==> config.mk <==
export PLATFORM = sky130hd
export DESIGN_NAME = keypad_scanner
export DESIGN_NICKNAME = d
export VERILOG_FILES = /design/src/rtl/keypad_pkg.sv /design/src/rtl/scan_tick_gen.sv /design/src/rtl/keypad_scanner.sv
export SDC_FILE = /design/constraint.sdc
export NUM_CORES = 1
export LEC_CHECK = 0
export BUFFER_PORTS_ARGS = -buffer_cell sky130_fd_sc_hd__buf_2
export CAP_MARGIN = 20
export CORE_MARGIN = 2
export CORE_UTILIZATION = 29
export CTS_BUF_LIST = sky130_fd_sc_hd__clkbuf_16
export DETAILED_ROUTE_END_ITERATION = 8
export PLACE_DENSITY = 0.42
export SLEW_MARGIN = 30
export SYNTH_ARGS = -nofsm -noshare
export SYNTH_HDL_FRONTEND = slang
export SYNTH_HIERARCHICAL = 1
export SYNTH_SLANG_ARGS = --single-unit
==> constraint.sdc <==
create_clock -name clk -period 3 [get_ports clk]
set_clock_uncertainty 0.05 [all_clocks]
set_input_delay 0.15 -clock clk [delete_from_list [all_inputs] [get_ports clk]]
set_output_delay 0.15 -clock clk [all_outputs]
set_load 0.01 [all_outputs]
==> src/rtl/keypad_pkg.sv <==
// Shared constants for the 4x4 hex keypad scanner: FSM encodings, key map and
// the column decode helper.
package keypad_pkg;

   localparam int NUM_ROWS = 4;

   typedef logic [1:0] state_t;

   localparam state_t ST_SCAN     = 2'd0;
   localparam state_t ST_DEBOUNCE = 2'd1;
   localparam state_t ST_PRESSED  = 2'd2;
   localparam state_t ST_RELEASE  = 2'd3;

   // Nibble {row_idx, col_idx} holds the hex code printed on that key.
   localparam logic [15:0][3:0] KEY_MAP = 64'hDF0E_C987_B654_A321;

   typedef struct packed {
      logic       hit;
      logic [1:0] idx;
   } col_hit_t;

   // Exactly one low column is a key; none or several low is ghosting.
   function automatic col_hit_t decode_col(input logic [3:0] c);
      col_hit_t r;
      r.hit = 1'b0;
      r.idx = 2'd0;
      case (c)
         4'b1110: begin r.hit = 1'b1; r.idx = 2'd0; end
         4'b1101: begin r.hit = 1'b1; r.idx = 2'd1; end
         4'b1011: begin r.hit = 1'b1; r.idx = 2'd2; end
         4'b0111: begin r.hit = 1'b1; r.idx = 2'd3; end
         default: ;
      endcase
      return r;
   endfunction

endpackage

==> src/rtl/scan_tick_gen.sv <==
// Free-running divider; tick is high for one clk each time the counter wraps.
module scan_tick_gen #(
   parameter int SCAN_DIV_BITS = 16
) (
   input  logic clk,
   input  logic rst,
   output logic tick
);

   logic [SCAN_DIV_BITS-1:0] div;

   always_ff @(posedge clk) begin
      if (rst) div <= '0;
      else     div <= div + SCAN_DIV_BITS'(1);
   end

   assign tick = &div;

endmodule

==> src/rtl/keypad_scanner.sv <==
// 4x4 matrix keypad scanner: walks an active-low row, debounces press and
// release of a single column hit, and reports the hex code with a strobe.
module keypad_scanner
   import keypad_pkg::*;
#(
   parameter int SCAN_DIV_BITS  = 16,
   parameter int DEBOUNCE_TICKS = 4
) (
   input  logic       clk,
   input  logic       rst,
   output logic [3:0] row,
   input  logic [3:0] col,
   output logic [3:0] key,
   output logic       key_valid,
   output logic       key_held
);

   localparam logic [4:0] DB_LIM = 5'(DEBOUNCE_TICKS);

   logic [3:0] col_m, col_s;
   logic       tick;
   state_t     state;
   logic [1:0] row_idx, cap_col;
   logic [3:0] cap_pat, cnt;
   logic [4:0] cnt_nxt;
   logic       cnt_done;
   col_hit_t   hit;

   scan_tick_gen #(.SCAN_DIV_BITS(SCAN_DIV_BITS)) u_tick (
      .clk  (clk),
      .rst  (rst),
      .tick (tick)
   );

   // Columns idle high, so the synchronizer resets to the no-key pattern.
   always_ff @(posedge clk) begin
      if (rst) begin
         col_m <= 4'hF;
         col_s <= 4'hF;
      end else begin
         col_m <= col;
         col_s <= col_m;
      end
   end

   assign hit      = decode_col(col_s);
   assign cnt_nxt  = {1'b0, cnt} + 5'd1;
   assign cnt_done = cnt_nxt >= DB_LIM;
   assign row      = ~(4'b0001 << row_idx);

   always_ff @(posedge clk) begin
      if (rst) begin
         state     <= ST_SCAN;
         row_idx   <= 2'd0;
         cap_col   <= 2'd0;
         cap_pat   <= 4'hF;
         cnt       <= 4'd0;
         key       <= 4'h0;
         key_valid <= 1'b0;
         key_held  <= 1'b0;
      end else begin
         key_valid <= 1'b0;
         if (tick) begin
            case (state)
               ST_SCAN: begin
                  if (hit.hit) begin
                     cap_col <= hit.idx;
                     cap_pat <= col_s;
                     cnt     <= 4'd1;
                     state   <= ST_DEBOUNCE;
                  end else begin
                     row_idx <= row_idx + 2'd1;
                  end
               end
               ST_DEBOUNCE: begin
                  if (col_s == cap_pat) begin
                     if (cnt_done) begin
                        state     <= ST_PRESSED;
                        key       <= KEY_MAP[{row_idx, cap_col}];
                        key_valid <= 1'b1;
                        key_held  <= 1'b1;
                        cnt       <= 4'd0;
                     end else begin
                        cnt <= cnt_nxt[3:0];
                     end
                  end else begin
                     state   <= ST_SCAN;
                     row_idx <= row_idx + 2'd1;
                     cnt     <= 4'd0;
                  end
               end
               ST_PRESSED: begin
                  if (col_s == 4'hF) begin
                     state <= ST_RELEASE;
                     cnt   <= 4'd1;
                  end
               end
               ST_RELEASE: begin
                  if (col_s == 4'hF) begin
                     if (cnt_done) begin
                        state    <= ST_SCAN;
                        key_held <= 1'b0;
                        row_idx  <= row_idx + 2'd1;
                        cnt      <= 4'd0;
                     end else begin
                        cnt <= cnt_nxt[3:0];
                     end
                  end else if (!col_s[cap_col]) begin
                     // Bounce back onto the same key: resume holding, no new strobe.
                     state <= ST_PRESSED;
                     cnt   <= 4'd0;
                  end
               end
               default: state <= ST_SCAN;
            endcase
         end
      end
   end

endmodule

==> flow_metrics.env <==
export IMPL_synthMuxAreaShare_pct=5.128
export IMPL_path_cells="ha_1, nand4_1, nor4_2, and3_1, inv_1, or4_4, or3_4, a21oi_2"
export IMPL_yosysSeqAreaShare_pct=39.24
export IMPL_finalSetupViolCount=0
export IMPL_cp_top_family="simple AND/OR/NAND/NOR gates"
export IMPL_clk_latency_ns=0.28
export IMPL_yosysWarnings=6
export IMPL_powerDensity_nw_per_um2=458.2
export IMPL_finalMaxSlewViolations=0
export IMPL_first_pass_iters=4
export IMPL_antenna_left=0
export IMPL_timing_slew_headroom_pct=41.45
export IMPL_r2r_slack_ns=0.22
export IMPL_synth_seq_cells=44
export IMPL_gp_congestion=0.6997
export IMPL_hold_class="register to register"
export IMPL_clock_fmax_mhz=359.7
export IMPL_status="finished clean"
export IMPL_grt_pass1_wl_um=7741
export IMPL_final_layout_size_suffix_gt1_share_pct=17.83
export IMPL_min_from="col_m[3]"
export IMPL_ios=16
export IMPL_grt_overflow_total=0
export IMPL_synth_compound_area_share_pct=16.78
export IMPL_cts_setup_buffers=0
export IMPL_antenna_found_initial=0
export IMPL_die_h_um=91.98
export IMPL_crit_path_top_delay_cell="or4_4"
export IMPL_setup_tns_ns=0
export IMPL_crit_type="register to register"
export IMPL_routedWlPerCell_um=12.28
export IMPL_grt_pass1_vias=1694
export IMPL_synth_top_family_by_area="simple AND/OR/NAND/NOR gates"
export IMPL_cts_path_max_buffers=2
export IMPL_rsz0062_at_grt="no"
export IMPL_cp_end_kind="register"
export IMPL_reg2regPathDepth=8
export IMPL_path_buf_inv=1
export IMPL_track_usage_pct=11.32
export IMPL_row_count=32
export IMPL_p_total_mw=1.171
export IMPL_synth_nets=264
export IMPL_worstPathMaxFanout=8
export IMPL_hold_depth=1
export IMPL_postSynthAreaPerCell_um2=9.125
export IMPL_tightest_slew_ns=0.8782
export IMPL_min_to="col_s[3]"
export IMPL_synthSimpleGateAreaFrac_pct=21.68
export IMPL_vias_per_cell=4.928
export IMPL_drt_wl_total_um=4420
export IMPL_dpl_hpwl_um=3008
export IMPL_grt_start_max_net_pins=51
export IMPL_cts_max_level=2
export IMPL_dieArea_um2=8460
export IMPL_fin_nets=276
export IMPL_core_area_um2=7607
export IMPL_worstPathArrival_ns=2.94
export IMPL_finalHoldViolations=0
export IMPL_synth_cell_types=49
export IMPL_n_antenna_cell=0
export IMPL_dpl_cell_area_um2=2375
export IMPL_start_util_pct=29.51
export IMPL_netlist_area_um2=2245
export IMPL_die_x_um=91.98
export IMPL_tritoncts="built"
export IMPL_reg2reg_to="cap_col[0]"
export IMPL_post_route_period_util_pct=92.67
export IMPL_slowest_delay_ns=0.55
export IMPL_clk_pin_slew_worst_paths_ns=0.06
export IMPL_place_ws_ns=0.1751
export IMPL_numCtsBuffers=5
export IMPL_cts_sinks=44
export IMPL_drv_cap=0
export IMPL_r2r_start="u_tick/div[0]"
export IMPL_ir_worst_vdd_mv=0.1881
export IMPL_cp_start_kind="register"
export IMPL_drtIter0Drc=89
export IMPL_p_leak_nw=0.9888
export IMPL_synth_cells=246
export IMPL_finalCriticalPeriod_ns=2.780
export IMPL_fillers=821
export IMPL_synth_fa_ha_area_share_pct=6.689
export IMPL_area_delta_synth_final_pct=13.82
export IMPL_multi_input_area_um2=1230
export IMPL_setup_slack_ns=0.2200
export IMPL_vias=1774
export IMPL_seq_area_um2=880.8
export IMPL_port_buffers=15
export IMPL_synth_xor_area_share_pct=4.236
export IMPL_clockRootBuffer="clkbuf_16"
export IMPL_drc_errors=0
export IMPL_worstPathRequired_ns=3.16
export IMPL_fin_area_um2=2555
-- repair_timing --
action,4_1_cts,5_1_grt
hold buffers,4,0
endpoints found under the setup margin,0,1
endpoints found under the hold margin,4,0
gates resized for setup,0,1
-- power by group --
part | leakage [nW] | switching [mW] | internal, mW
combinational | 0.561 | 0.0311 | 0.0257
clock | 0.0709 | 0.212 | 0.299
sequential | 0.357 | 0.00999 | 0.593
-- metrics by stage --
stage	util, %	hold WS, ns	std cells
after floorplan	-	0.2038	246
after global placement	31.22	0.2828	349
after detailed placement	31.22	0.2840	349
after CTS	33.50	0.3577	360
after global routing	33.59	0.3744	360
final	33.59	0.3551	360
-- final cells by class --
type / count / share of cell area, %
multi-input cells: 172 / 48.14
well taps: 102 / 4.995
inverters: 14 / 2.057
clock buffers: 5 / 4.897
repair buffers: 21 / 5.093
clock inverters: 2 / 0.3428
flip-flops and latches: 44 / 34.48
-- layout by cell type (no fill, tap or decap), drive strengths merged, types with 6 or more instances in the layout --
master / count
a21oi: 17
buf: 17
dfxtp: 44
ha: 12
inv: 15
nand2: 13
nand4: 6
nor2: 16
nor3: 7
o21ai: 7
or2: 8
or4: 6
xnor2: 6
-- metal layers --
metal	vias up	share of wire [%]	track usage (%)
met3	5	4.2	2.794
li1	910	-	-
met5	-	0	0
met2	36	42	18.01
met1	823	52	14.89
met4	0	1.5	4.104
-- worst reg2reg max path, stage by stage, from the launching register on --
cell and delay [ns]:
dfxtp_1 0.40, ha_1 0.25, nand4_1 0.17, nor4_2 0.34, and3_1 0.30, inv_1 0.10
or4_4 0.55, or3_4 0.41, a21oi_2 0.13
-- worst max path at each step --
stage	startpoint	end	slack (ns)	cells after the start
floorplan	u_tick/div[0]	cap_col[0]	0.31	9
global placement	u_tick/div[0]	cap_col[0]	0.26	8
detailed placement	u_tick/div[0]	cap_col[0]	0.18	8
CTS	u_tick/div[0]	cap_col[0]	0.16	8
global route	u_tick/div[0]	cap_col[0]	0.03	8
finish	u_tick/div[0]	cap_col[0]	0.22	8
-- cells in the mapped netlist, drive strengths merged --
library cell  count  area (µm²)
a211o             4       38.79
a211oi            1       7.510
a21boi            1       7.510
a21o              1       7.510
a21oi            17       88.84
a221oi            1       8.760
a311oi            5       43.79
a31oi             1       6.260
and2              3       18.77
and3              5       32.53
buf               7       52.54
clkbuf            9       35.03
dfxtp            44       880.8
ha               12       150.1
inv              14       52.55
mux2              5       56.30
mux2i             1       10.01
mux4              2       48.80
nand2            13       48.80
nand2b            3       18.77
nand3             5       25.02
nand4             6       37.54
nand4b            2       17.52
nor2             16       60.06
nor2b             4       25.02
nor3              7       35.03
nor3b             1       7.510
nor4              4       25.02
o2111ai           2       17.52
o211a             3       30.03
o211ai            5       37.54
o21ai             7       35.03
o311a             1       10.01
o31ai             5       37.54
or2               8       50.05
or3               5       36.28
or4               6       48.80
xnor2             6       60.06
xor2              4       35.03
-- kinds of logic (layout without fill, tap and decap cells) --
kind of cell    count (synthesis)  after routing
simple gates                   88             88
compound gates                 54             54
fa+ha+maj                      12             12
mux                             8              8
flops                          44             44
xor+xnor                       10             10
buf+inv                        30             42
-- state kept, by name (all words and copies together) (netlist names) --
signal,cells
u_tick/div,16
row_idx,2
key,4
cap_pat,4
key_valid,1
key_held,1
col_s,4
state,2
cap_col,2
cnt,4
col_m,4
(Power assumes the default switching activity.)
